[src/rtl/ipu_input_ctrl.sv]
// Front end of the input processing unit. It synchronises and debounces the place button,
// validates the switch coordinate, and holds ipu_int with that coordinate until proc sends int_ack.
module ipu_input_ctrl #(
  parameter int DEBOUNCE_CYCLES = 16,
  parameter int COORD_MAX       = 8
) (
  input  logic       clk,
  input  logic       rst,
  input  logic       btn_in,
  input  logic [3:0] sw_coord,
  input  logic       int_ack,
  output logic       ipu_int,
  output logic [3:0] grid_coord,
  output logic       coord_err
);

  localparam int CW = (DEBOUNCE_CYCLES > 1) ? $clog2(DEBOUNCE_CYCLES) : 1;
  localparam logic [CW-1:0] CNT_LAST = CW'(DEBOUNCE_CYCLES - 1);

  // Handshake: ipu_int is a level request. It rises with grid_coord already valid and
  // stays up until int_ack is seen in PEND; it falls on that same edge.
  typedef enum logic [1:0] {IDLE, DEBOUNCE, PEND, RELEASE} state_t;

  state_t        state, state_next;
  logic [CW-1:0] cnt, cnt_next;
  logic          sync1, btn_s;
  logic          load_coord, err_next;
  logic          coord_ok;

  assign coord_ok = (int'(sw_coord) <= COORD_MAX);

  always_ff @(posedge clk) begin
    if (rst) begin
      sync1      <= 1'b0;
      btn_s      <= 1'b0;
      state      <= RELEASE;
      cnt        <= '0;
      grid_coord <= 4'd0;
      coord_err  <= 1'b0;
    end else begin
      sync1     <= btn_in;
      btn_s     <= sync1;
      state     <= state_next;
      cnt       <= cnt_next;
      coord_err <= err_next;
      if (load_coord) grid_coord <= sw_coord;
    end
  end

  always_comb begin
    state_next = state;
    cnt_next   = cnt;
    load_coord = 1'b0;
    err_next   = 1'b0;
    case (state)
      IDLE: begin
        if (btn_s) begin
          state_next = DEBOUNCE;
          cnt_next   = '0;
        end
      end
      DEBOUNCE: begin
        if (!btn_s) begin
          state_next = IDLE;
          cnt_next   = '0;
        end else if (cnt == CNT_LAST) begin
          cnt_next = '0;
          if (coord_ok) begin
            load_coord = 1'b1;
            state_next = PEND;
          end else begin
            err_next   = 1'b1;
            state_next = RELEASE;
          end
        end else begin
          cnt_next = cnt + CW'(1);
        end
      end
      PEND: begin
        if (int_ack) begin
          state_next = RELEASE;
          cnt_next   = '0;
        end
      end
      RELEASE: begin
        // Any high sample restarts the low-time requirement, so one press fires once.
        if (btn_s) begin
          cnt_next = '0;
        end else if (cnt == CNT_LAST) begin
          state_next = IDLE;
          cnt_next   = '0;
        end else begin
          cnt_next = cnt + CW'(1);
        end
      end
      default: begin
        state_next = RELEASE;
        cnt_next   = '0;
      end
    endcase
  end

  always_comb begin
    ipu_int = (state == PEND);
  end

endmodule

[config.mk]
export PLATFORM = sky130hd
export DESIGN_NAME = ipu_input_ctrl
export DESIGN_NICKNAME = d
export VERILOG_FILES = /design/src/rtl/ipu_input_ctrl.sv
export SDC_FILE = /design/constraint.sdc
export NUM_CORES = 1
export LEC_CHECK = 0
export ABC_AREA = 1
export CAP_MARGIN = 0
export CORE_MARGIN = 5
export CORE_UTILIZATION = 40
export DETAILED_ROUTE_END_ITERATION = 7
export GPL_ROUTABILITY_DRIVEN = 0
export PLACE_DENSITY = 0.66
export SETUP_SLACK_MARGIN = 0.02
export SYNTH_ARGS = -nofsm -noshare
export SYNTH_HDL_FRONTEND = slang
export SYNTH_SLANG_ARGS = --single-unit
export TNS_END_PERCENT = 30
[constraint.sdc]
create_clock -name clk -period 2.05 [get_ports clk]
set_input_delay 0.3075 -clock clk [delete_from_list [all_inputs] [get_ports clk]]
set_output_delay 0.3075 -clock clk [all_outputs]
set_load 0.02 [all_outputs]
==> results of run 1 <==
==> per-layer routing <==
layer / vias up / share of wire, % / track usage [%]
li1: 311 / - / -
met1: 242 / 50 / 14.8
met2: 14 / 42 / 16.3
met3: 2 / 5.6 / 3.98
met4: 0 / 1.7 / 6.73
met5: - / 0 / 0
==> cells by family (layout without fill, tap and decap cells) <==
family          count (synthesis)  after routing
buf+inv                        14             30
simple gates                   50             50
compound gates                 11             11
fa+ha+maj                       1              1
flops                          13             13
==> critical path: stages (launching register included) <==
cell and delay (ns):
sky130_fd_sc_hd__dfxtp_1 0.46, sky130_fd_sc_hd__inv_2 0.08, sky130_fd_sc_hd__nor2_1 0.08, sky130_fd_sc_hd__clkdlybuf4s50_1 0.60
==> worst min-delay path by stage <==
stage                from  endpoint  cells after the start
finish              sync1     btn_s                      2
global route        sync1     btn_s                      2
detailed placement  sync1     btn_s                      2
CTS                 sync1     btn_s                      2
global placement    sync1     btn_s                      2
floorplan           sync1     btn_s                      2
==> area by class of cell <==
cell class                      count  area [sq um]
Multi-Input combinational cell     62           295
Sequential cell                    13           260
Inverter                           13          48.8
Clock buffer                        4          26.3
Tap cell                           16          20.0
Fill cell                         164           691
Timing Repair Buffer               13           130
==> cells in the mapped netlist <==
master and count:
sky130_fd_sc_hd__o21ai_1 1, sky130_fd_sc_hd__ha_1 1, sky130_fd_sc_hd__a21oi_1 9, sky130_fd_sc_hd__nor2_4 1, sky130_fd_sc_hd__nand3_2 3, sky130_fd_sc_hd__inv_1 10, sky130_fd_sc_hd__inv_2 3, sky130_fd_sc_hd__nor2_1 11
sky130_fd_sc_hd__dfxtp_1 13, sky130_fd_sc_hd__nand3_1 8, sky130_fd_sc_hd__nand4_1 1, sky130_fd_sc_hd__o21ai_0 1, sky130_fd_sc_hd__nand2_1 25, sky130_fd_sc_hd__clkbuf_1 1, sky130_fd_sc_hd__nor3_1 1
==> metrics by stage <==
step | util [%] | worst slack (ns)
after detailed placement | 51.3 | 0.553
after CTS | 53.1 | 0.235
after floorplan | - | 0.860
after global routing | 53.1 | 0.171
after global placement | 51.3 | 0.587
final | 53.1 | 0.247
==> power breakdown <==
| part | total [mW] | switching (mW) | internal [mW] |
|---|---|---|---|
| clock | 0.161 | 0.0855 | 0.0755 |
| sequential | 0.265 | 0.00601 | 0.259 |
| combinational | 0.0377 | 0.0179 | 0.0198 |
==> state kept, by name (all words and copies together) (netlist names), named ones only <==
name and cells:
grid_coord 4, cnt 4, state 1, sync1 1, btn_s 1, coord_err 1
==> implementation parameters, run 1 <==
Parameter                              Value

Power
  Leakage dissipation    0.348 nW
  Post-route total power    464 uW
  Power density over the cells    594 nW/um^2
  Maximum vdd ir drop    0.317 mV

Floorplan
  Number of placed I/O pins    14
  Effective utilization at floorplan    41.3%
  Num rows    14
  Die area    2400 sq um
  Area of the core region    1470 sq um
  X dimension of the die    49.0 microns
  Vert. Die Dim    49.0 microns

Finish
  Design Area, Final    781 sq um
  Number of antenna diodes    0
  Leading cell types in the layout, fill and taps excluded    sky130_fd_sc_hd__nand2_1 (25), sky130_fd_sc_hd__dfxtp_1 (13), sky130_fd_sc_hd__clkdlybuf4s50_1 (13)
  Non-filler instance count after layout    121
  Ratio of cells with drive above 1 in the final layout    9.52%
  Relative area change from synthesis to final layout    28.4%
  Net count reported at finish    115
  Most common library cell in the layout ignoring fill and taps    sky130_fd_sc_hd__nand2_1

Clock network
  Buffer levels on the longest clock path    2
  Num CTS Buffers    3
  Root Driver    sky130_fd_sc_hd__clkbuf_4
  Later-pin clock latency in the skew report    0.28 ns
  Number of H-tree branching levels    1
  Sink count of the clock tree    13
  CTS-repair resized insts    0
  Clock transition at path regs    0.08 ns
  Quantity of hold-fixing buffers added after cts    0
  Clock tree from TritonCTS    done
  Setup Fix Bufs, Post-CTS    0

Placed design
  Placed instance area    754 sq um
  Placed cells    117
  I/O Buffers    13
  HPWL after detailed placement    939 microns

STA
  Time the worst path needs with I/O delays and setup    1.80 ns
  Final sum of negative setup slack    0 ns
  Clock Skew    0.00175 ns
  Fin. Hold Viols    0
  Actual slew at the worst max-slew pin    0.263 ns
  Final setup viols    0
  Slew HR    82.4%
  Pins Over Slew Limit    0
  Final-layout worst hold slack    0.414 ns
  Fmax    0.555 GHz
  Unrepaired setup endpoints after global routing    false
  Period utilization    87.9%

Critical path
  Internal reg-to-reg setup slack    0.69 ns
  WP data arrival    1.50 ns
  Launching point of the worst reg2reg path    cnt[0]
  Highest fanout seen on the critical path    7
  Critical Path Sink Type    primary output
  Critical path destination    ipu_int
  Startpoint Class    flip-flop
  Path type of the worst setup path    reg2out
  End of the worst register-to-register path    grid_coord[1]
  Worst R2R Path Depth    6
  Data required time at the worst endpoint    1.74 ns

Routing
  Total vias in the final route    569
  Average vias per placed instance    4.70
  Initial DRC count    3
  Post-DRT Antenna Nets    0
  Number of iterations in the first detailed-routing pass    4
  Count of unresolved DRC violations after routing    0
  Wire length per cell after detailed routing    10.0 microns
  WL final    1210 microns

Synth
  Xor-xnor portion of the synthesized cell area    0%
  Cell taking the most area after synthesis    sky130_fd_sc_hd__dfxtp_1
  Simple-Gate Fraction of Synth Area    37.4%
  Share of synthesized area occupied by flip-flops and latches    42.8%
  Largest family of logic cells by synthesized area    simple AND/OR/NAND/NOR gates
  Count of different cell masters after synthesis    15
  Synth warn    0
  Synth area leaders    sky130_fd_sc_hd__dfxtp_1 (43%), sky130_fd_sc_hd__nand2_1 (15%), sky130_fd_sc_hd__a21oi_1 (7.4%)
  Yosys top cell area share    42.8%
  Compound-gate portion of the synthesized area    9.05%
  Synthesis-stage register bit count    13
  Number of cells produced by synthesis    89
  Syn Std Cell Area    608 sq um
  Post-synthesis average cell area    6.83 sq um
  Syn nets    98
  Share of cell area taken by muxes after synthesis    0%
  Adder-cell share of the synthesized area    2.06%

Global routing
  Aggregate global routing overflow    0
  First-pass GRT wire length    2170 microns
  All-layer global routing usage    11.5%
  Via count of the first global-routing pass    524
  Number of antenna violations at the first check in global routing    0
  Maximum number of pins on one net before global-route repair    9

Outcome
  Result of the run    complete, no violations

Min path
  Worst min path class    reg2reg

Flow run
  Max-capacitance violation count    0
Note: power is estimated with default switching activity, not from simulation.
==> run 2: changes to the inputs <==
--- a/config.mk
+++ b/config.mk
@@ -6,7 +6,7 @@
 export NUM_CORES = 1
 export LEC_CHECK = 0
 export ABC_AREA = 1
-export CAP_MARGIN = 0
+export CAP_MARGIN = 20
 export CORE_MARGIN = 5
 export CORE_UTILIZATION = 40
 export DETAILED_ROUTE_END_ITERATION = 7
==> results of run 2 <==
Same layout as run 1: the final DEF is identical, and so are final timing and power.
==> run 3: changes to the inputs <==
--- a/config.mk
+++ b/config.mk
@@ -9,6 +9,7 @@
 export CAP_MARGIN = 20
 export CORE_MARGIN = 5
 export CORE_UTILIZATION = 40
+export CTS_BUF_LIST = sky130_fd_sc_hd__clkbuf_16
 export DETAILED_ROUTE_END_ITERATION = 7
 export GPL_ROUTABILITY_DRIVEN = 0
 export PLACE_DENSITY = 0.66
==> run 3 against run 2 <==
Non-clock buffer count unchanged. Global-route usage increased by 0.19 points. Setup slack gained 0.049 ns. Via count increased by 4.0%. Register-to-register slack hardly changed. Critical path depth unchanged. Clock-buffer cell count fell by 1. Sequential share of layout area decreased by 2.1 points. Clock power up 120%. Final cell count unchanged. Die area unchanged. Critical path type unchanged. Critical endpoint unchanged. Largest power group is now the clock network.
==> implementation parameters, run 3 (synthesis results as in run 1) <==
Parameter                              Value

Outcome
  Result of the run    complete, no violations

Critical path
  Critical path destination    ipu_int
  Worst R2R Path Depth    6
  Launching point of the worst reg2reg path    cnt[0]
  Internal reg-to-reg setup slack    0.69 ns
  Data required time at the worst endpoint    1.74 ns
  WP data arrival    1.45 ns
  Family of cells with the greatest summed delay on the critical path    buffers and inverters
  Levels on crit path    3
  Number of buffers and inverters on the critical path    2
  Startpoint Class    flip-flop
  Cell-by-cell trace of the critical path    inv_2, nor2_1, clkdlybuf4s50_1
  Critical Path Sink Type    primary output
  Critical path's slowest cell    sky130_fd_sc_hd__clkdlybuf4s50_1
  Highest fanout seen on the critical path    7
  Path type of the worst setup path    reg2out
  End of the worst register-to-register path    grid_coord[1]
  CP peak stage delay    0.60 ns

Global routing
  First-pass GRT wire length    2260 microns
  All-layer global routing usage    11.7%
  Maximum number of pins on one net before global-route repair    9
  Number of antenna violations at the first check in global routing    0
  Via count of the first global-routing pass    545
  Aggregate global routing overflow    0

Routing
  Number of iterations in the first detailed-routing pass    4
  Average vias per placed instance    4.89
  WL final    1260 microns
  Post-DRT Antenna Nets    0
  Wire length per cell after detailed routing    10.4 microns
  Count of unresolved DRC violations after routing    0
  Total vias in the final route    592
  Initial DRC count    16

STA
  Period utilization    85.5%
  Pins Over Slew Limit    0
  Fmax    0.570 GHz
  Fin. Hold Viols    0
  Actual slew at the worst max-slew pin    0.277 ns
  Clock Skew    0.00126 ns
  Slew HR    81.4%
  Time the worst path needs with I/O delays and setup    1.75 ns
  Final setup viols    0
  Final sum of negative setup slack    0 ns
  Unrepaired setup endpoints after global routing    false

Floorplan
  Num rows    14
  X dimension of the die    49.0 microns
  Number of placed I/O pins    14
  Vert. Die Dim    49.0 microns
  Die area    2400 sq um
  Effective utilization at floorplan    41.3%
  Area of the core region    1470 sq um

Power
  Post-route total power    663 uW
  Leakage dissipation    0.375 nW
  Maximum vdd ir drop    0.494 mV
  Power density over the cells    796 nW/um^2

Clock network
  Num CTS Buffers    3
  Buffer levels on the longest clock path    2
  Sink count of the clock tree    13
  Root Driver    sky130_fd_sc_hd__clkbuf_16
  CTS-repair resized insts    0
  Number of H-tree branching levels    1
  Setup Fix Bufs, Post-CTS    0
  Clock tree from TritonCTS    done
  Clock transition at path regs    0.04 ns
  Later-pin clock latency in the skew report    0.24 ns
  Quantity of hold-fixing buffers added after cts    0

Finish
  Number of antenna diodes    0
  Ratio of cells with drive above 1 in the final layout    9.52%
  Leading cell types in the layout, fill and taps excluded    sky130_fd_sc_hd__nand2_1 (25), sky130_fd_sc_hd__dfxtp_1 (13), sky130_fd_sc_hd__clkdlybuf4s50_1 (13)
  Count of filler cells inserted in the layout    151
  Area occupied by multi-input gates    295 sq um
  Net count reported at finish    115
  Largest registers    cnt x4, grid_coord x4
  Relative area change from synthesis to final layout    37.0%
  Most common library cell in the layout ignoring fill and taps    sky130_fd_sc_hd__nand2_1
  Register cell area after layout    260 sq um

Min path
  Cells on Worst Hold Path    2
  Worst min path class    reg2reg

Placed design
  I/O Buffers    13
  HPWL after detailed placement    939 microns

Flow run
  Max-capacitance violation count    0
## run 3: cell count changes in the layout (fill, tap and decap cells not counted)
cell and change:
sky130_fd_sc_hd__clkbuf_16 +3, sky130_fd_sc_hd__clkbuf_4 -3, sky130_fd_sc_hd__clkbuf_1 -1, sky130_fd_sc_hd__inv_1 +1
## run 3: area by class of cell
type	count	area share [%]
Clock buffer	3	9.01
Clock inverter	1	0.450
Inverter	13	5.86
Multi-Input combinational cell	62	35.4
Sequential cell	13	31.2
Tap cell	16	2.40
Timing Repair Buffer	13	15.6
## run 3: report_power, final
group          switching, mW  internal, mW  total (mW)  leakage [nW]
clock                  0.101         0.257       0.358        0.0423
sequential           0.00631         0.260       0.267         0.106
combinational         0.0185        0.0198      0.0383         0.227
## run 3: worst min-delay path by stage
stage / start / endpoint
after CTS: sync1 / btn_s
final: sync1 / btn_s
after global routing: sync1 / btn_s
after global placement: sync1 / btn_s
after floorplan: sync1 / btn_s
after detailed placement: sync1 / btn_s
## run 3: metal layers
layer,share of wire (%),vias to the layer above,track usage [%]
met5,0,-,0
met4,2.3,0,6.73
met3,5.3,5,3.06
met2,45,15,18.5
met1,47,256,14.0
li1,-,316,-
## run 3: worst min-delay path, stage by stage, from the launching register on
cell and delay (ns):
sky130_fd_sc_hd__dfxtp_1 0.29, sky130_fd_sc_hd__inv_1 0.05, sky130_fd_sc_hd__nor2_1 0.03
## run 3: through the flow
stage	instance area (sq um)	util [%]	hold slack, ns	std cells	setup slack [ns]
6_report	833	56.6	0.408	121	0.296
3_3_place_gp	754	51.3	0.397	117	0.587
2_1_floorplan	608	-	0.388	89	0.860
5_1_grt	833	56.6	0.441	121	0.240
3_5_place_dp	754	51.3	0.408	117	0.553
4_1_cts	833	56.6	0.414	121	0.291
